**src/rtl/cpu_ctrl_pkg.sv**
```systemverilog
// Shared types and encodings for the cpu_ctrl control unit: FSM states,
// ISA opcode/op fields and datapath select codes.
package cpu_ctrl_pkg;

    typedef enum logic [2:0] {
        S_WAIT,
        S_DECODE,
        S_WRITE_IMM,
        S_GET_A,
        S_GET_B,
        S_ALU,
        S_WRITE_RD
    } ctrl_state_t;

    localparam logic [2:0] OPC_MOV = 3'b110;
    localparam logic [2:0] OPC_ALU = 3'b101;

    // op field meanings depend on the opcode: MOV uses 10/00, ALU uses all four
    localparam logic [1:0] OP_ADD  = 2'b00;
    localparam logic [1:0] OP_CMP  = 2'b01;
    localparam logic [1:0] OP_AND  = 2'b10;
    localparam logic [1:0] OP_MVN  = 2'b11;
    localparam logic [1:0] OP_MOVI = 2'b10;
    localparam logic [1:0] OP_MOVR = 2'b00;

    localparam logic [2:0] NSEL_NONE = 3'b000;
    localparam logic [2:0] NSEL_RM   = 3'b001;
    localparam logic [2:0] NSEL_RD   = 3'b010;
    localparam logic [2:0] NSEL_RN   = 3'b100;

    localparam logic [1:0] VSEL_C     = 2'b00;
    localparam logic [1:0] VSEL_PC    = 2'b01;
    localparam logic [1:0] VSEL_IMM8  = 2'b10;
    localparam logic [1:0] VSEL_MDATA = 2'b11;

endpackage

```
**src/rtl/cpu_ctrl_ir_reg.sv**
```systemverilog
// 16-bit load-enable instruction register with asynchronous active-high clear.
module ir_reg (
    input  logic        clk,
    input  logic        reset,
    input  logic        en,
    input  logic [15:0] d,
    output logic [15:0] q
);

    // NOTE: sequential state is written with <= so every flop samples pre-edge values.
    always_ff @(posedge clk or posedge reset) begin
        if (reset)
            q <= 16'h0000;
        else if (en)
            q <= d;
    end

endmodule

```
**src/rtl/cpu_ctrl.sv**
```systemverilog
// Lab 6 RISC control unit: instruction register plus a Moore FSM that
// sequences register-file access, A/B/C/status loads and operand selects.
module cpu_ctrl
    import cpu_ctrl_pkg::*;
(
    input  logic        clk,
    input  logic        reset,
    input  logic [15:0] in,
    input  logic        load,
    input  logic        s,
    output logic [15:0] ir,
    output logic [2:0]  nsel,
    output logic        loada,
    output logic        loadb,
    output logic        loadc,
    output logic        loads,
    output logic        asel,
    output logic        bsel,
    output logic [1:0]  vsel,
    output logic        write,
    output logic        w
);

    ctrl_state_t state, state_next;
    logic [2:0]  opcode;
    logic [1:0]  op;
    logic        is_movi, is_movr, is_mvn, is_cmp, is_alu3;

    assign opcode = ir[15:13];
    assign op     = ir[12:11];

    assign is_movi = (opcode == OPC_MOV) && (op == OP_MOVI);
    assign is_movr = (opcode == OPC_MOV) && (op == OP_MOVR);
    assign is_mvn  = (opcode == OPC_ALU) && (op == OP_MVN);
    assign is_cmp  = (opcode == OPC_ALU) && (op == OP_CMP);
    assign is_alu3 = (opcode == OPC_ALU) && (op != OP_MVN);

    // IR only accepts a new word while idle, so it is stable during execution.
    ir_reg u_ir (
        .clk   (clk),
        .reset (reset),
        .en    (load && (state == S_WAIT)),
        .d     (in),
        .q     (ir)
    );

    always_ff @(posedge clk or posedge reset) begin
        if (reset)
            state <= S_WAIT;
        else
            state <= state_next;
    end

    // NOTE: every output gets a default first so no path through the case infers a latch.
    always_comb begin
        state_next = state;
        nsel       = NSEL_NONE;
        loada      = 1'b0;
        loadb      = 1'b0;
        loadc      = 1'b0;
        loads      = 1'b0;
        asel       = 1'b0;
        bsel       = 1'b0;
        vsel       = VSEL_C;
        write      = 1'b0;
        w          = 1'b0;

        case (state)
            S_WAIT: begin
                w = 1'b1;
                if (s)
                    state_next = S_DECODE;
            end
            S_DECODE: begin
                if (is_movi)
                    state_next = S_WRITE_IMM;
                else if (is_movr || is_mvn)
                    state_next = S_GET_B;
                else if (is_alu3)
                    state_next = S_GET_A;
                else
                    state_next = S_WAIT;
            end
            S_WRITE_IMM: begin
                nsel       = NSEL_RN;
                vsel       = VSEL_IMM8;
                write      = 1'b1;
                state_next = S_WAIT;
            end
            S_GET_A: begin
                nsel       = NSEL_RN;
                loada      = 1'b1;
                state_next = S_GET_B;
            end
            S_GET_B: begin
                nsel       = NSEL_RM;
                loadb      = 1'b1;
                state_next = S_ALU;
            end
            S_ALU: begin
                asel = is_movr;
                if (is_cmp) begin
                    loads      = 1'b1;
                    state_next = S_WAIT;
                end else begin
                    loadc      = 1'b1;
                    state_next = S_WRITE_RD;
                end
            end
            S_WRITE_RD: begin
                nsel       = NSEL_RD;
                vsel       = VSEL_C;
                write      = 1'b1;
                state_next = S_WAIT;
            end
            default: state_next = S_WAIT;
        endcase
    end

endmodule

```
**config.mk**
```make
export PLATFORM = sky130hd
export DESIGN_NAME = cpu_ctrl
export DESIGN_NICKNAME = d
export VERILOG_FILES = /design/src/rtl/cpu_ctrl_pkg.sv /design/src/rtl/cpu_ctrl_ir_reg.sv /design/src/rtl/cpu_ctrl.sv
export SDC_FILE = /design/constraint.sdc
export NUM_CORES = 1
export LEC_CHECK = 0
export ABC_AREA = 1
export CORE_UTILIZATION = 39
export DETAILED_ROUTE_END_ITERATION = 8
export PLACE_DENSITY_LB_ADDON = 0.2
export SETUP_SLACK_MARGIN = 0.05
export SYNTH_ARGS = -nofsm -noshare
export SYNTH_HDL_FRONTEND = slang
export SYNTH_SLANG_ARGS = --single-unit
```
**constraint.sdc**
```tcl
create_clock -name clk -period 1.3 [get_ports clk]
set_input_delay 0.195 -clock clk [delete_from_list [all_inputs] [get_ports clk]]
set_output_delay 0.195 -clock clk [all_outputs]
set_load 0.05 [all_outputs]
```
Word level (Yosys, flattened, before mapping)
Index checks and enable logic that the tools add are counted.
Cells by class
  equality and inequality tests: 13
  multiplexer cells: 17
  reduce and logical (&&, ||, !) cells: 11
Operators by type and width (number)
  $eq A3 B3 Y1 const B: 5
  $pmux W3 S5: 1
  $mux W3: 4
  $mux W1: 9
  $pmux W3 S3: 1
  $eq A3 B2 Y1 const B: 2
  $logic_and A1 B1 Y1: 6
  $eq A2 B2 Y1 const B: 2
  $mux W2: 2
  $ne A2 B2 Y1 const B: 2
  $reduce_or A2 Y1: 2
  $eq A3 B1 Y1 const B: 1
  $logic_not A3 Y1: 1
  $eq A2 B1 Y1 const B: 1
  $logic_not A2 Y1: 1
  $logic_or A1 B1 Y1: 1
Word-level totals
  register bits: 19
  input bits: 20
  output and inout port bits: 29

Longest topological paths before layout
  word-level depth: 6
  mapped depth: 7
  depth with buffers taken out: 6

By module
From an unflattened synthesis, not the netlist that was laid out.
Unflattened totals
  cells, all modules: 131
  area total of the unflattened synthesis: 988.4 um^2
By module, submodules not included
  ir_reg: times used 1, cells each 69, area an instance 648.1 um^2, sequential area each 400.4 um^2
  cpu_ctrl: times used 1, cells each 62, area an instance 340.3 um^2, sequential area each 75.1 um^2

Least setup slack after synthesis
Ideal clock, no wire load.
  path kind: reg2out
  start point: reg state[1]
  end point: out nsel[2]
  arrival: 2.419 ns
  setup slack: -1.314 ns
  cell stages (with the launch flop): 5
  path buffers: 0
  path through: dfrtp_1 clkinv_2 nor2_1 inv_1 o21ai_0
On the way
  longest elaborated chain between the ends: 3
  elaborated cells between the ends (all ways): 6
Ends and longest elaborated chain
  from (decl): RTL line cpu_ctrl.sv:24  | ctrl_state_t state, state_next;
  from (signal assigned): RTL line cpu_ctrl.sv:51  | state <= state_next;
  $eq A3 B2 Y1: RTL line cpu_ctrl.sv:68  | case (state)
  $reduce_or A2 Y1 (no line)
  $pmux W3 S3 (*): RTL line cpu_ctrl.sv:68
  to (decl): RTL line cpu_ctrl.sv:12  | output logic [2:0] nsel,
Mark *: on every way between the ends. The rest lies on a longest branch, timed or not.

Worst setup path after layout
  start point: reg u_ir.q[15]
  end point: out loadc
On the way
  longest elaborated chain between the ends: 4
Ends and longest elaborated chain
  from (decl): RTL line cpu_ctrl_ir_reg.sv:7  | output logic [15:0] q
  from (signal assigned): RTL line cpu_ctrl_ir_reg.sv:13  | q <= 16'h0000;
  from (signal assigned): RTL line cpu_ctrl_ir_reg.sv:15  | q <= d;
  $eq A3 B3 Y1: RTL line cpu_ctrl.sv:35  | assign is_cmp = (opcode == OPC_ALU) && (op == OP_CMP);
  $logic_and A1 B1 Y1: RTL line cpu_ctrl.sv:35
  $mux W1: RTL line cpu_ctrl.sv:102  | if (is_cmp) begin
  $mux W1: RTL line cpu_ctrl.sv:68
  to (decl): RTL line cpu_ctrl.sv:15  | output logic loadc,
No other way between the ends.

==> summary.md <==
| Metric | Value |
|---|---|
| RSZ-0062 raised after global routing | true |
| H-tree levels | 1 |
| Clock-pin slew on the worst setup and hold paths | ~0.13 ns |
| P&R area growth vs syn | 125% |
| Hold crit path type | in2async |
| Psw | between 3 and 4 mW |
| Peak supply drop | between 2000 and 3000 uV |
| Worst Skew | around 0.0068 ns |
| Final hold slack | roughly 0.22 ns |
| Worst slew pin tran | around 0.60 ns |
| Vias | about 1200 |
| Outcome | finished with violations |
| Failing checks | negative setup slack |
| Static Leak | about 1 nW |
| Die height | between 50 and 60 um |
| Final Hold Viols | 0 |
| Cells after Synth | around 120 |
| Antenna diodes | 0 |
| Clock Power Share | 0.050 |
| Yosys reg bits | 19 |
| Setup WS pre-CTS | about 0.026 ns |
| FMAX | roughly 610 MHz |
| CP max FO | 4 |
| GP Congestion | 0.775 |
| CTS Buffer Depth | 2 |
| Gate power share | 0.750 |
| Worst EP required | 1.11 ns |
| First-pass GRT wire length | between 5 and 6 mm |
| Number of CTS-inserted buffers | 3 |
| Sw frac | 0.509 |
| Register area share after synthesis | 0.495 |
| Clock tree from TritonCTS | yes |
| Final min period | ~1.6 ns |
| Share of cells above drive strength 1 | 0.547 |
| WS Path Type | reg2out |
| Via density | around 5.5 |
| R2r setup slk | -0.09 ns |
| Pint | around 3.3 mW |
| Synth Cell Area | approximately 960 sq um |
| PwrDens | approximately 3000 mW/mm^2 |
| # rows | 17 |
| Final worst slack | -0.335 ns |
| Yosys cell types | 18 |
| Hold_buf cts | 0 |
| Num ports | 49 |
| Vias in the first global route | 1209 |
| DRC | 0 |
| GRT Overall Usage | 0.304 |
| Startpoint type of the worst setup path | flip-flop |
| Max-cap viol count | 0 |
| Latest clock arrival within the worst-skew pair | approximately 0.32 ns |
| RR Startpoint | state[0] |
| Most frequent cells in the layout | nand2_1 (33), buf_12 (28), clkdlybuf4s50_1 (19) |
| CP Capture Type | primary output |
| Die ar. | 0.00266 sq mm |
| DRT Wirelength | between 4 and 5 mm |
| Router iterations before antenna repair | 4 |
| R2R Path End | u_ir.q[3] |
| R2r worst-path depth | 7 |
| Commonest non-fill, non-tap cell in the layout | nand2_1 |
| Final Net Count | ~210 |
| Largest net degree at the start of global routing | 20 |
| Slew Limit Headroom | 0.598 |
| Core ar. | between 0.002 and 0.0025 sq mm |
| Starting Density | 0.422 |
| DP Wirelength | 2.17 mm |
| Final setup fails | 27 |
| Post-DRT Antenna Nets | 0 |
| CP Data Arrival Time | about 1.4 ns |
| Syn. warnings | 0 |
| Reg power frac | 0.200 |
| Clk sinks | 19 |
| Die width | 51.6 um |
| Number of buffers added on ports | 46 |
| Mean Syn Cell Area | approximately 7.9 sq um |
| DRT iter0 DRCs | 50 |
| Detailed-route wire length per cell | between 20 and 25 um |
| Period utilisation layout | 1.26 |
| Slew Viols, Final | 0 |
| Clock root buffer | clkbuf_4 |
| GR Overflow Total | 0 |
| Initial antenna violation count | 0 |
[repair_timing]
| item | CTS | global route |
|---|---|---|
| buffers inserted | 11 | 4 |
| pin swaps | 10 | 7 |
| resized for setup | 13 | 26 |
| setup endpoints to repair | 13 | 32 |
| cloned | 0 | 2 |
[sequential cells by signal, indices dropped and copies added, names as in the netlist]
| register | cells |
|---|---|
| u_ir.q | 16 |
| state | 3 |
[worst max-delay path, cell delays in order, from the launching register on]
cell and delay (ns):
dfrtp_2 0.42, nand2_1 0.11, nor2_4 0.14, nand2_4 0.08, nand2_2 0.11, clkinvlp_4 0.10, buf_12 0.15
[final cells by class]
class                           count  area (sq um)
Clock buffer                        3          22.5
Fill cell                          59           118
Tap cell                           28          35.0
Multi-Input combinational cell     88           596
Timing Repair Buffer               71           965
Sequential cell                    19           484
Clock inverter                      1          5.00
Inverter                           10          51.3
[cell usage after synthesis, drive strengths merged]
cell | number | area (sq um)
inv | 9 | 33.8
buf | 7 | 55.1
clkinv | 1 | 5.00
nand3 | 18 | 90.1
nor3 | 1 | 5.00
a21oi | 3 | 15.0
nand4 | 1 | 6.26
nor2 | 14 | 68.8
dfrtp | 19 | 475
conb | 1 | 3.75
o21ai | 1 | 5.00
nand2 | 46 | 196
[worst max-delay path by stage]
stage,from,endpoint,slack (ns),cells past startpoint
after floorplan,state[1],nsel[2],-0.16,4
after global placement,load,u_ir.q[8],0.05,4
after detailed placement,state[1],asel,0.03,5
after CTS,state[1],asel,-0.28,5
after global routing,u_ir.q[13],loadc,-0.37,6
final,u_ir.q[15],loadc,-0.34,6
[cells by family after synthesis]
family	Yosys count	synth area share
AO/OA/AOI/OAI	4	0.0209
flip-flops	19	0.495
AND/OR/NAND/NOR	80	0.382
buffers and inverters	17	0.0978
other	1	0.00391
[through the flow]
step	util	std cells	instance area, sq um	setup TNS, ns	total power [mW]
after floorplan	-	122	1060	-0.472	3.34
after global placement	0.816	201	1860	0	5.17
after detailed placement	0.816	201	1860	0	5.28
after CTS	0.882	215	2010	-2.58	5.98
after global routing	0.948	220	2160	-4.67	6.85
final	0.948	220	2160	-3.55	6.65
[per-layer routing]
layer | vias up | share of wire | global-route usage
met1 | 577 | 0.37 | 0.331
li1 | 515 | - | -
met2 | 86 | 0.51 | 0.556
met4 | 0 | 0.060 | 0.194
met5 | - | 0 | 0
met3 | 29 | 0.060 | 0.0322
[power by group through the flow]
stage	sequential (mW)	combinational, mW	clock, mW
final	1.33	4.98	0.332
after global placement	1.27	3.91	0
after floorplan	1.98	1.36	0
after global routing	1.35	5.16	0.346
after CTS	1.24	4.41	0.335
after detailed placement	1.29	3.99	0
Power figures use the tool's default switching activity.
